==> config.mk <==
export PLATFORM = sky130hd
export DESIGN_NAME = instr_fetch_queue
export DESIGN_NICKNAME = d
export VERILOG_FILES = /design/src/rtl/instr_fetch_queue.sv
export SDC_FILE = /design/constraint.sdc
export NUM_CORES = 1
export LEC_CHECK = 0
export ABC_AREA = 0
export CAP_MARGIN = 15
export CORE_ASPECT_RATIO = 1.5
export CORE_MARGIN = 1.5
export CORE_UTILIZATION = 55
export CTS_CLUSTER_SIZE = 16
export DETAILED_ROUTE_END_ITERATION = 7
export DONT_BUFFER_PORTS = 1
export HOLD_SLACK_MARGIN = 0.05
export PLACE_DENSITY = 0.7
export REMOVE_ABC_BUFFERS = 1
export SLEW_MARGIN = 40
export SYNTH_ARGS = -nofsm -noshare
export SYNTH_HDL_FRONTEND = slang
export SYNTH_SLANG_ARGS = --single-unit
export TNS_END_PERCENT = 20
==> constraint.sdc <==
create_clock -name CLK -period 4.5 [get_ports CLK]
set_input_delay 0.225 -clock CLK [delete_from_list [all_inputs] [get_ports CLK]]
set_output_delay 0.225 -clock CLK [all_outputs]
set_load 0.02 [all_outputs]
==> src/rtl/instr_fetch_queue.sv <==
// instr_fetch_queue: program counter, one-cycle-latency instruction memory
// requester and a DEPTH-entry {instr, pc} queue feeding the datapath through
// a valid/ready handshake. A redirect flushes everything and restarts fetch.
// Optional build macro: FETCH_BYPASS_EN forwards a returning word straight to
// the consumer when the queue is empty, saving one cycle of fetch latency.
module instr_fetch_queue #(
  parameter int          DEPTH    = 4,
  parameter logic [31:0] RESET_PC = 32'h0000_0000
) (
  input  logic        CLK,
  input  logic        RST,
  output logic        imem_req,
  output logic [31:0] imem_addr,
  input  logic [31:0] imem_rdata,
  output logic        instr_valid,
  input  logic        instr_ready,
  output logic [31:0] instr_out,
  output logic [31:0] pc_out,
  input  logic        redirect_en,
  input  logic [31:0] redirect_pc
);

  localparam int PTR_W = (DEPTH > 1) ? $clog2(DEPTH) : 1;
  localparam int CNT_W = PTR_W + 1;
  localparam logic [CNT_W:0] DEPTH_OCC = (CNT_W + 1)'(DEPTH);

  // Stage p0: request side (fetch PC)
  logic [31:0]      fetch_pc_p0;
  // Stage p1: response side (one request in flight)
  logic             vld_p1;
  logic [31:0]      pc_p1;

  logic [31:0]      instr_q [DEPTH];
  logic [31:0]      pc_q    [DEPTH];
  logic [PTR_W-1:0] rd_ptr;
  logic [PTR_W-1:0] wr_ptr;
  logic [CNT_W-1:0] count;

  logic [CNT_W:0]   occ;
  logic             fifo_nonempty;
  logic             bypass_hit;
  logic             push;
  logic             pop;
  logic             unused_redirect_lsb;

  assign unused_redirect_lsb = ^redirect_pc[1:0];

  // Issue decision, head/bypass output mux and queue push/pop strobes
  always_comb begin
    occ           = {1'b0, count} + {{CNT_W{1'b0}}, vld_p1};
    imem_req      = !RST && !redirect_en && (occ < DEPTH_OCC);
    imem_addr     = fetch_pc_p0;
    fifo_nonempty = (count != '0);
    bypass_hit    = 1'b0;
`ifdef FETCH_BYPASS_EN
    bypass_hit    = !fifo_nonempty && vld_p1 && !redirect_en && !RST;
`endif
    instr_valid   = fifo_nonempty || bypass_hit;
    instr_out     = 32'h0;
    pc_out        = 32'h0;
    if (fifo_nonempty) begin
      instr_out = instr_q[rd_ptr];
      pc_out    = pc_q[rd_ptr];
    end else if (bypass_hit) begin
      instr_out = imem_rdata;
      pc_out    = pc_p1;
    end
    pop  = fifo_nonempty && instr_ready;
    push = vld_p1 && !redirect_en && !RST && !(bypass_hit && instr_ready);
  end

  // Control state: PC, in-flight flag, pointers and occupancy
  always_ff @(posedge CLK) begin
    if (RST) begin
      fetch_pc_p0 <= RESET_PC;
      vld_p1      <= 1'b0;
      count       <= '0;
      rd_ptr      <= '0;
      wr_ptr      <= '0;
    end else if (redirect_en) begin
      fetch_pc_p0 <= {redirect_pc[31:2], 2'b00};
      vld_p1      <= 1'b0;
      count       <= '0;
      rd_ptr      <= '0;
      wr_ptr      <= '0;
    end else begin
      vld_p1 <= imem_req;
      if (imem_req) fetch_pc_p0 <= fetch_pc_p0 + 32'd4;
      if (push) wr_ptr <= wr_ptr + PTR_W'(1);
      if (pop)  rd_ptr <= rd_ptr + PTR_W'(1);
      case ({push, pop})
        2'b10:   count <= count + CNT_W'(1);
        2'b01:   count <= count - CNT_W'(1);
        default: count <= count;
      endcase
    end
  end

  // Data path: in-flight PC capture and queue storage writes
  always_ff @(posedge CLK) begin
    if (imem_req) pc_p1 <= fetch_pc_p0;
    if (push) begin
      instr_q[wr_ptr] <= imem_rdata;
      pc_q[wr_ptr]    <= pc_p1;
    end
  end

endmodule

# After elaboration in Yosys (flattened, before gate mapping)

Memory sizes are Yosys's and may differ from the RTL's. A register that Yosys moved wholly into a read port is not among the register bits.
Cells that the tools add are included.
W data, S select, Z words.

Flip-flop bits (word level): 72
Bits in latches: 0
Memory bits (writable): 256
ROM bits: 0
Bits of input ports: 68
Output and inout port bits: 98
Word-level logic and storage cells: 40
Memories: 2

Memory list:

| name    | words | bits a word | read ports | clocked after Yosys merged registers in | write ports | line | text |
|---|---|---|---|---|---|---|---|
| instr_q | 4     | 32          | 1          | 1                                       | 1           | 33   | `logic [31:0] instr_q [DEPTH];` |
| pc_q    | 4     | 32          | 1          | 1                                       | 1           | 34   | `logic [31:0] pc_q [DEPTH];` |

$add $sub $neg: 6
$mul: 0
Div/mod/pow operators: 0
Magnitude comparators: 1
Equal/unequal tests: 2
Shift operators: 0
Mux-type cells: 11
Bitwise logic cells: 0
Reductions and logical operators: 11

Operators with widths:

| operator                | count |
|---|---|
| $mux W32                | 4 |
| $add A32 B3 Y32 const B | 1 |
| $mux W2                 | 4 |
| $pmux W3 S2             | 1 |
| $logic_and A1 B1 Y1     | 5 |
| $add A2 B1 Y2 const B   | 2 |
| $add A3 B1 Y4           | 1 |
| $lt A4 B3 Y1 const B    | 1 |
| $reduce_bool A2 Y1      | 2 |
| $add A3 B1 Y3 const B   | 1 |
| $reduce_bool A3 Y1      | 1 |
| $sub A3 B1 Y3 const B   | 1 |
| $eq A2 B1 Y1 const B    | 1 |
| $eq A2 B2 Y1 const B    | 1 |
| $logic_not A1 Y1        | 2 |
| $mux W1                 | 2 |
| $reduce_or A2 Y1        | 1 |

# Longest topological paths before layout

Gate-level depths: netlist of the first run.

Depth after elaboration: 5
Mapped depth: 9

# Worst setup path after synthesis of the first run

Ideal clock, no wire load.

Kind: input port to flip-flop
Start: input RST
End: memory instr_q[0][0] (enable)
Data arrival time: 2.100 ns
Data required time: 4.073 ns
Setup slack: 1.973 ns
Stages: 3
Cells stage by stage: clkbuf_1 > nor2_1 > and3_1

Word-level cells in the longest chain between the ends: 4

RTL lines:

| what                          | line | text |
|---|---|---|
| start: declaration            | 11   | `input logic RST,` |
| $logic_not A1 Y1              | 69   | `push = vld_p1 && !redirect_en && !RST && !(bypass_hit && instr_ready);` |
| $logic_and A1 B1 Y1           | 69   |  |
| $mux W1                       | 102  | `if (push) begin` |
| $mux W1 (not written as such) | 103  | `instr_q[wr_ptr] <= imem_rdata;` |
| end: declaration              | 33   |  |

No other way between the ends.

# Worst setup path in the final report of the first run

Start: register fetch_pc_p0[4], in the netlist imem_addr[4]
End: register fetch_pc_p0[17], in the netlist imem_addr[17]

Word-level cells in the longest chain between the ends: 3

RTL lines:

| what                     | line | text |
|---|---|---|
| start: declaration       | 28   | `logic [31:0] fetch_pc_p0;` |
| start signal: assignment | 81   | `fetch_pc_p0 <= {redirect_pc[31:2], 2'b00};` |
| start signal: assignment | 88   | `if (imem_req) fetch_pc_p0 <= fetch_pc_p0 + 32'd4;` |
| $add A32 B3 Y32          | 88   |  |
| $mux W32                 | 88   |  |
| $mux W32                 | 80   | `end else if (redirect_en) begin` |

No other way between the ends. The select of a mux whose other input is x is not followed.
A chain may end at the register's enable or synchronous reset.

==> results of run 1 <==
==> registers in the layout, summed over array words and instances, names as in the netlist, named ones only <==
name	flops
count	3
imem_addr	30
instr_q	128
pc_p1	30
pc_q	120
rd_ptr	2
vld_p1	1
wr_ptr	2
==> power by group through the flow <==
stage / combinational [mW] / clock, mW / sequential, mW
2_1_floorplan: 0.0842 / 0 / 3.37
3_3_place_gp: 0.103 / 0 / 3.38
3_5_place_dp: 0.109 / 0 / 3.39
4_1_cts: 0.196 / 2.51 / 3.32
5_1_grt: 0.215 / 2.62 / 3.33
6_report: 0.199 / 2.47 / 3.33
==> kinds of logic (layout without fill, tap and decap cells) <==
family | Yosys count | after routing
adder cells (fa/ha/maj) | 7 | 7
buffers and inverters | 49 | 166
flip-flops | 318 | 318
AO/OA/AOI/OAI | 43 | 43
AND/OR/NAND/NOR | 175 | 175
other | 1 | 4
multiplexers | 71 | 71
XOR/XNOR | 30 | 30
==> stage by stage <==
stage	cells	worst slack [ns]
after floorplan	658	0.754
after global placement	940	2.12
after detailed placement	945	2.10
after CTS	1090	1.52
after global routing	1090	1.42
final	1090	1.56
==> cells in the final DEF, fill, tap and decap left out, drive strengths merged, types with 2 or more instances in the layout <==
master / synthesis / layout
edfxtp: 278 / 278
dlygate4sd3: 0 / 92
and2: 63 / 63
mux4: 62 / 62
dfxtp: 40 / 40
nor2: 37 / 37
clkbuf: 27 / 31
nand2: 21 / 21
xor2: 19 / 19
and3: 17 / 17
a21oi: 16 / 16
clkinv: 1 / 16
nand4: 15 / 15
a211oi: 12 / 12
buf: 12 / 12
xnor2: 11 / 11
inv: 9 / 9
nand3: 9 / 9
mux2i: 8 / 8
o22ai: 7 / 7
ha: 6 / 6
bufinv: 0 / 5
conb: 1 / 4
nor4: 4 / 4
nor3: 3 / 3
o21ai: 3 / 3
or3: 3 / 3
a31oi: 2 / 2
==> per-layer routing <==
layer  global-route usage (%)  part of all wire, %
met5                        0                    0
met4                     6.94                  2.5
met3                     3.72                  5.4
met2                     37.7                   53
met1                     25.3                   39
==> area by class of cell <==
type	count	area (um^2)	area share [%]
Tap cell	276	345	2.34
Timing Repair Buffer	104	1090	7.37
Clock inverter	21	229	1.55
Multi-Input combinational cell	330	3140	21.3
Sequential cell	318	9160	62.2
Clock buffer	31	733	4.98
Inverter	10	37.5	0.255
==> tightest hold or removal path: stages <==
cell,delay [ns]
and2_1,0.17
xnor2_1,0.09
nor2_1,0.08
==> worst min path at each step <==
stage / depth (start not counted) / endpoint / slack [ns] / startpoint
final: 3 / flip-flop / 0.08 / instr_ready
after global routing: 3 / rd_ptr[0] / 0.09 / instr_ready
after CTS: 3 / flip-flop / 0.05 / instr_ready
after detailed placement: 1 / imem_addr[9] / 0.30 / RST
after global placement: 1 / imem_addr[7] / 0.30 / RST
after floorplan: 1 / imem_addr[7] / 0.29 / RST
==> results.toml, run 1 <==
[floorplanning]
ios = 166
dieArea_mm2 = 0.0236
num_rows = 67
dieWidth_um = 126
core_area_mm2 = 0.0223
die_y_um = 187
initial_utilization_pct = 55.9

[power]
internal_power_mw = 4.81
power_mw = 6.00
seqPwrFrac_pct = 55.5
clockPowerShare_pct = 41.2
p_per_area_mw_per_mm2 = 407
leakagePower_nw = 4.83
vdd_drop_max_uv = 302
swShare_pct = 19.8
power.switching_mw = 1.19
combPwrFrac_pct = 3.3

[sta]
tightest_slew_ns = 0.769
holdWs_ns = 0.0800
final.setup.tns_ns = 0
rsz0062_at_grt = "no"
max_slew_margin_pct = 48.5
fin_crit_ns = 2.94
finClkSkew_ns = 0.0152
setup_viol = 0
final-max-slew-violation-count = 0
fmax_mhz = 340
fin_crit_sh_pct = 65.3
hold_viol_final = 0

[clock_tree]
clock-sinks = 318
cts_max_level = 1
clk_latency_ns = 0.53
cts_setup_buffers = 0
cts_tree = "done"
clk_path_buf_depth = 3
cts_buffers = 28
post_cts_resized = 0
cts-root-buf = "clkbuf_16"
clkSlewWorstSetupHoldPaths_ns = 0.07
hold_buffers = 93

[routing]
wl_per_cell_um = 22.4
first_iter_violations = 383
drtPass1Iterations = 6
drc = 9
viasPerCell = 5.96
drt_wl_total_um = 24400
final_antenna_net_count = 0
num_vias = 6500

[status]
status = "finished, violations left"
violations = "design-rule violations"

[yosys]
synth_cell_types = 40
synth_top_family_by_area = "multiplexers"
synth.most_common_cell = "edfxtp_1"
ys_seq_area_share_pct = 73.4
netlist.area_leader.share_pct = 67.0
syn_inst = 694
synth_area_per_cell_um2 = 18.0
yosys-top-cells-area = "edfxtp_1 67%, mux4_2 11%, dfxtp_1 6.4%"
synth-edff-count = 278
synth.area.mux_share_pct = 11.9
synth_area_mm2 = 0.0125
yosysWarnings = 0
synthArstFlopShare_pct = 0
ys_ff_latch = 318
synth_fa_ha_area_share_pct = 0.763
synthTopCellsByCount = "278 x edfxtp_1, 63 x and2_1, 62 x mux4_2"
synthSimpleGateAreaFrac_pct = 7.97
yosys.area_share.xor_xnor_pct = 2.11
synth_compound_area_share_pct = 2.13
ys.flop_type = "edfxtp_1"
synth_largest_area_cell = "edfxtp_1"

[finish]
nets = 867
antennaDiodeCount = 0
utilization_pct = 66.0
syn2layout_area_growth_pct = 18.2
design_area_mm2 = 0.0147
drive_above_1_share_pct = 16.1
fillerInstances = 1496

[critical_path]
worst-path-stages = 6
cp_slowest_cell = "nor4_4"
worstPathCellList = "nand3_2 -> nor4_4 -> nand3_2 -> or3_1 -> a31oi_1 -> dlygate4sd3_1"
r2r_cells = 6
cp-end-kind = "flip-flop"
critical_path.endpoint = "imem_addr[17]"
critPathRequiredTime_ns = 4.98
startpoint_type = "flip-flop"
path_buf_inv = 1
r2r-start = "imem_addr[4]"
crit_type = "flip-flop to flip-flop"
critical_path.top_delay_family = "simple AND/OR/NAND/NOR gates"
arrival_ns = 3.42
regToRegSetupSlack_ns = 1.56
crit_path_max_incr_delay_ns = 0.70
rr_endpoint = "imem_addr[17]"
critPathMaxFanout = 10
crit_start = "imem_addr[4]"
crit_path_frequent_cell = "nand3_2"

[grt]
grt_usage_pct = 20.9
grt_pass1_vias = 7010
overflow = 0
antenna_found_initial = 0
grt_pass1_wl_um = 37800
grt_max_degree = 64

[min_path]
min_path_type = "input pin to flip-flop"

[placement]
dpl.hpwl_um = 14200
postPlaceCellArea_mm2 = 0.0128
io_buffers = 0
gp_congestion = 0.801

[flow_run]
max-cap-violations = 0
No activity file was read; power rests on OpenSTA's default activity.
==> run 2, diff against run 1 <==
ABC_AREA = 1   (was 0)
clock period = 2.8 ns   (was 4.5 ns; I/O delays follow)
==> run 2 against run 1 <==
Effect of this change:
- the run now ends clean
- utilization up 0.78 points
- clock power up 51%
- clock-buffer cell count up 2
==> results.toml, run 2 <==
[yosys]
syn_inst = 1193
ys_ff_latch = 318
synth_area_mm2 = 0.0131
synth_cell_types = 33
synth_largest_area_cell = "edfxtp_1"
ys.flop_type = "edfxtp_1"
synthTopCellsByCount = "287 x nor2_1, 278 x edfxtp_1, 148 x o21ai_0"
yosysWarnings = 0
synthArstFlopShare_pct = 0
netlist.area_leader.share_pct = 63.8
yosys-top-cells-area = "edfxtp_1 64%, nor2_1 8.2%, dfxtp_1 6.1%"
synth_area_per_cell_um2 = 11.0
ys_seq_area_share_pct = 69.9
synth.most_common_cell = "nor2_1"
synth-edff-count = 278

[floorplanning]
num_rows = 69
initial_utilization_pct = 55.5
ios = 166
dieWidth_um = 129
dieArea_mm2 = 0.0247
die_y_um = 192
core_area_mm2 = 0.0236

[grt]
grt_pass1_vias = 9243
antenna_found_initial = 0
grt_usage_pct = 23.6
grt_pass1_wl_um = 45200
grt_max_degree = 85
overflow = 0

[routing]
drtPass1Iterations = 5
wl_met3_um = 1560
final_antenna_net_count = 0
drc = 0
num_vias = 9079
wl_per_cell_um = 17.6
wl_met1_um = 11200
wl_met2_um = 15500
viasPerCell = 5.44
highest_layer = "met4"
drt_wl_total_um = 29300
first_iter_violations = 608

[min_path]
min_path_type = "input pin to flip-flop"

[sta]
setup_viol = 0
final.setup.tns_ns = 0
fin_crit_sh_pct = 95.5
fin_crit_ns = 2.67
finClkSkew_ns = 0.0205
fmax_mhz = 374
final-max-slew-violation-count = 0
rsz0062_at_grt = "no"
tightest_slew_ns = 0.891
hold_viol_final = 0
max_slew_margin_pct = 40.6

[power]
internal_power_mw = 7.54
swShare_pct = 21.0
combPwrFrac_pct = 4.9
seqPwrFrac_pct = 56.0
power.switching_mw = 2.00
clockPowerShare_pct = 39.1
p_per_area_mw_per_mm2 = 606
vdd_drop_max_uv = 667
leakagePower_nw = 5.52

[flow_run]
max-cap-violations = 0

[clock_tree]
clock-sinks = 318
clk_latency_ns = 0.56
cts_tree = "done"
cts_max_level = 1
cts-root-buf = "clkbuf_16"
cts_buffers = 28
clkSlewWorstSetupHoldPaths_ns = 0.06
clk_path_buf_depth = 3

[finish]
antennaDiodeCount = 0
mostFrequentLayoutCell = "nor2_1"
utilization_pct = 66.8
nets = 1404
reg_top3 = "instr_q (128), pc_q (120)"
mostFrequentLayoutCells = "282 x nor2_1, 278 x edfxtp_1, 148 x o21ai_0, 116 x nand2_1, 115 x dlygate4sd3_1"
syn2layout_area_growth_pct = 20.4
largest_register_ffs = 128
drive_above_1_share_pct = 8.22
final_cells = 1669
top_register = "instr_q"

[placement]
gp_congestion = 0.859
io_buffers = 0
dpl.hpwl_um = 15400
dp.cells = 1501

[critical_path]
startpoint_type = "input pin"
cp-end-kind = "flip-flop"
arrival_ns = 3.16
crit_type = "input pin to flip-flop"
critPathRequiredTime_ns = 3.29
regToRegSetupSlack_ns = 0.24
critPathMaxFanout = 32

[status]
status = "finished, final reports clean"
[run 2: cell types whose count changed after synthesis, moves of 14 or more]
cell / delta
mux4_2: -62
o21ai_0: +145
xor2_1: -15
inv_1: +65
and3_1: -16
nand3_1: +28
a21oi_1: +80
and2_1: -60
nor2_1: +250
nand4_1: -14
nand2_1: +95
o21ai_1: +15
[run 2: through the flow]
| step | total power, mW | area [um^2] | setup slack [ns] | hold slack [ns] |
|---|---|---|---|---|
| 6_report | 9.54 | 15800 | 0.126 | 0.299 |
| 4_1_cts | 9.59 | 15700 | 0.205 | 0.279 |
| 3_3_place_gp | 5.72 | 13700 | 0.856 | 0.213 |
| 5_1_grt | 9.85 | 15800 | 0.00607 | 0.290 |
| 2_1_floorplan | 5.62 | 12800 | -1.45 | 0.209 |
| 3_5_place_dp | 5.73 | 13700 | 0.766 | 0.214 |
[run 2: worst paths after layout]
| kind | from | to | cells after the start |
|---|---|---|---|
| min | imem_rdata[13] | instr_q[1][13] | 1 |
| max reg2reg | imem_addr[3] | imem_addr[30] | 10 |
| min reg2reg | rd_ptr[1] | flip-flop | 2 |
| max | redirect_en | count[2] | 12 |
[run 2: power groups by stage]
stage	Combinational [mW]	Sequential, mW	Clock, mW
2_1_floorplan	0.203	5.42	0
3_3_place_gp	0.283	5.44	0
3_5_place_dp	0.289	5.44	0
4_1_cts	0.460	5.34	3.79
5_1_grt	0.513	5.35	3.99
6_report	0.472	5.34	3.73
[run 2: kinds of logic (layout without fill, tap and decap cells)]
family | Yosys count | count (layout) | synth area share (%)
and+or+nand+nor | 457 | 457 | 14.2
AOI/OAI and AO/OA | 265 | 265 | 10.2
xor gates and xnor gates | 7 | 7 | 0.469
other | 1 | 4 | 0.0287
buffers and inverters | 138 | 292 | 4.47
DFF | 318 | 318 | 69.9
adders and majority gates | 7 | 7 | 0.727
[run 2: layer usage]
layer / track usage [%] / up-vias
met5: 0 / -
met1: 25.9 / 4337
met3: 3.40 / 81
met2: 44.7 / 315
met4: 10.6 / 0
li1: - / 4346
[run 2: worst max-delay path, cell delays in order]
cell and delay [ns]:
dlygate4sd3_1 0.59, buf_12 0.21, nor2_8 0.08, nand2_1 0.32
ha_1 0.22, inv_1 0.07, fa_1 0.38, a21oi_1 0.16
o21ai_0 0.12, xor2_1 0.15, nor3_1 0.13, dlygate4sd3_1 0.56
[run 2: area by class of cell]
class,count,area (um^2)
Clock inverter,18,174
Timing Repair Buffer,164,1620
Tap cell,319,399
Multi-Input combinational cell,740,3390
Inverter,77,290
Sequential cell,318,9150
Fill cell,1704,7820
Clock buffer,33,719
[run 2: what timing repair did]
item	4_1_cts	5_1_grt
hold buffers	117	0
resized for setup	0	1
endpoints found under the setup margin	0	1
setup buffers	0	0
hold endpoints to repair	168	0
==> run 3, diff against run 2 <==
SETUP_SLACK_MARGIN = 0.15   (was default)
==> run 3 against run 2 <==
Effect of this change:
- first-iteration DRC count down 3.5%
- sequential power barely moved
- wire length grew 0.70%
- clock skew fell by 0.0015 ns
- power is essentially flat
- critical path depth decreased by 3
- critical endpoint is now imem_addr[24]
==> results.toml, run 3 (synthesis results as in run 2) <==
[floorplanning]
core_area_mm2 = 0.0236
ios = 166
initial_utilization_pct = 55.5
num_rows = 69
dieWidth_um = 129
dieArea_mm2 = 0.0247
die_y_um = 192

[clock_tree]
clkSlewWorstSetupHoldPaths_ns = 0.07
clk_path_buf_depth = 3
clock-sinks = 318
cts_max_level = 1
cts_buffers = 28
cts_tree = "done"
cts_setup_buffers = 0
cts-root-buf = "clkbuf_16"
clk_latency_ns = 0.56

[power]
swShare_pct = 21.0
leakagePower_nw = 5.52
p_per_area_mw_per_mm2 = 606
seqPwrFrac_pct = 56.0
clockPowerShare_pct = 39.0
power.switching_mw = 2.00
power_mw = 9.54
internal_power_mw = 7.54
vdd_drop_max_uv = 666
combPwrFrac_pct = 5.0

[routing]
final_antenna_net_count = 0
wl_per_cell_um = 17.7
drtPass1Iterations = 5
viasPerCell = 5.45
drc = 0
num_vias = 9098
first_iter_violations = 587
drt_wl_total_um = 29500

[critical_path]
crit_start = "imem_addr[15]"
critical_path.endpoint = "imem_addr[24]"
rr_endpoint = "imem_addr[24]"
worst-path-stages = 9
critPathRequiredTime_ns = 3.30
path_buf_inv = 1
crit_path_max_incr_delay_ns = 0.58
cp_slowest_cell = "dfxtp_1"
r2r_cells = 9
startpoint_type = "flip-flop"
arrival_ns = 3.04
critical_path.top_delay_family = "simple AND/OR/NAND/NOR gates"
regToRegSetupSlack_ns = 0.26
crit_type = "flip-flop to flip-flop"
cp-end-kind = "flip-flop"
r2r-start = "imem_addr[15]"
crit_path_frequent_cell = "nand2_1"
worstPathCellList = "nand2_1 -> nor2_1 -> nand2_1 -> nor2_1 -> nand2_1 -> nand2_1 -> nand3_1 -> a21oi_1 -> dlygate4sd3_1"
critPathMaxFanout = 6

[finish]
mostFrequentLayoutCells = "281 x nor2_1, 278 x edfxtp_1, 148 x o21ai_0, 115 x nand2_1, 115 x dlygate4sd3_1"
mostFrequentLayoutCell = "nor2_1"
antennaDiodeCount = 0
utilization_pct = 66.8
nets = 1404
reg_top3 = "instr_q (128), pc_q (120)"
final_cells = 1669
drive_above_1_share_pct = 8.37
top_register = "instr_q"
design_area_mm2 = 0.0158
largest_register_ffs = 128
syn2layout_area_growth_pct = 20.4

[sta]
finClkSkew_ns = 0.0190
fin_crit_sh_pct = 90.7
setup_viol = 0
max_slew_margin_pct = 40.7
fmax_mhz = 394
holdWs_ns = 0.300
tightest_slew_ns = 0.889
fin_crit_ns = 2.54
rsz0062_at_grt = "yes"
hold_viol_final = 0
final-max-slew-violation-count = 0

[status]
status = "finished, final reports clean"

[placement]
io_buffers = 0
dp.cells = 1501
postPlaceCellArea_mm2 = 0.0137
dpl.hpwl_um = 15400
gp_congestion = 0.859

[grt]
grt_max_degree = 85
grt_pass1_wl_um = 45200
grt_usage_pct = 23.6
antenna_found_initial = 0
overflow = 0
grt_pass1_vias = 9243

[flow_run]
max-cap-violations = 0

[min_path]
min_path_type = "input pin to flip-flop"
==> run 3: final cells by class <==
| class | instances | area (um^2) |
|---|---|---|
| fillers | 1705 | 7810 |
| well taps | 319 | 399 |
| clock buffers | 33 | 719 |
| repair buffers | 164 | 1620 |
| multi-input cells | 740 | 3400 |
| flip-flops and latches | 318 | 9150 |
| clock inverters | 18 | 174 |
| inverters | 77 | 290 |
==> run 3: through the flow <==
stage,TNS [ns],setup slack [ns]
floorplan,-292.65,-1.45
finish,0,0.260
global placement,0,0.856
CTS,0,0.205
global route,0,0.0941
detailed placement,0,0.766
==> run 3: how the worst min path moves through the flow <==
stage                     slack (ns)           start        endpoint  cells past startpoint
after floorplan                 0.21             RST   imem_addr[11]                      1
after global placement          0.21             RST   imem_addr[30]                      1
after detailed placement        0.21             RST   imem_addr[25]                      1
after CTS                       0.28  imem_rdata[18]  instr_q[1][18]                      1
after global routing            0.29   imem_rdata[6]   instr_q[1][6]                      1
final                           0.30  imem_rdata[13]  instr_q[1][13]                      1
==> run 3: metal layers <==
layer	part of all wire (%)	track usage [%]	vias to the layer above
met5	0	0	-
met4	3.6	10.6	0
met3	5.3	3.40	79
met2	53	44.7	314
met1	38	25.9	4361
li1	-	-	4344
==> run 3: repair_timing <==
item                       CTS  global route
hold buffers               117             0
hold endpoints to repair   168             0
resized for setup            0             3
setup endpoints to repair    0             3
==> run 3: power groups by stage <==
stage	clock, mW	combinational, mW	sequential (mW)
2_1_floorplan	0	0.203	5.42
3_3_place_gp	0	0.283	5.44
3_5_place_dp	0	0.289	5.44
4_1_cts	3.79	0.460	5.34
5_1_grt	3.99	0.514	5.35
6_report	3.73	0.473	5.34
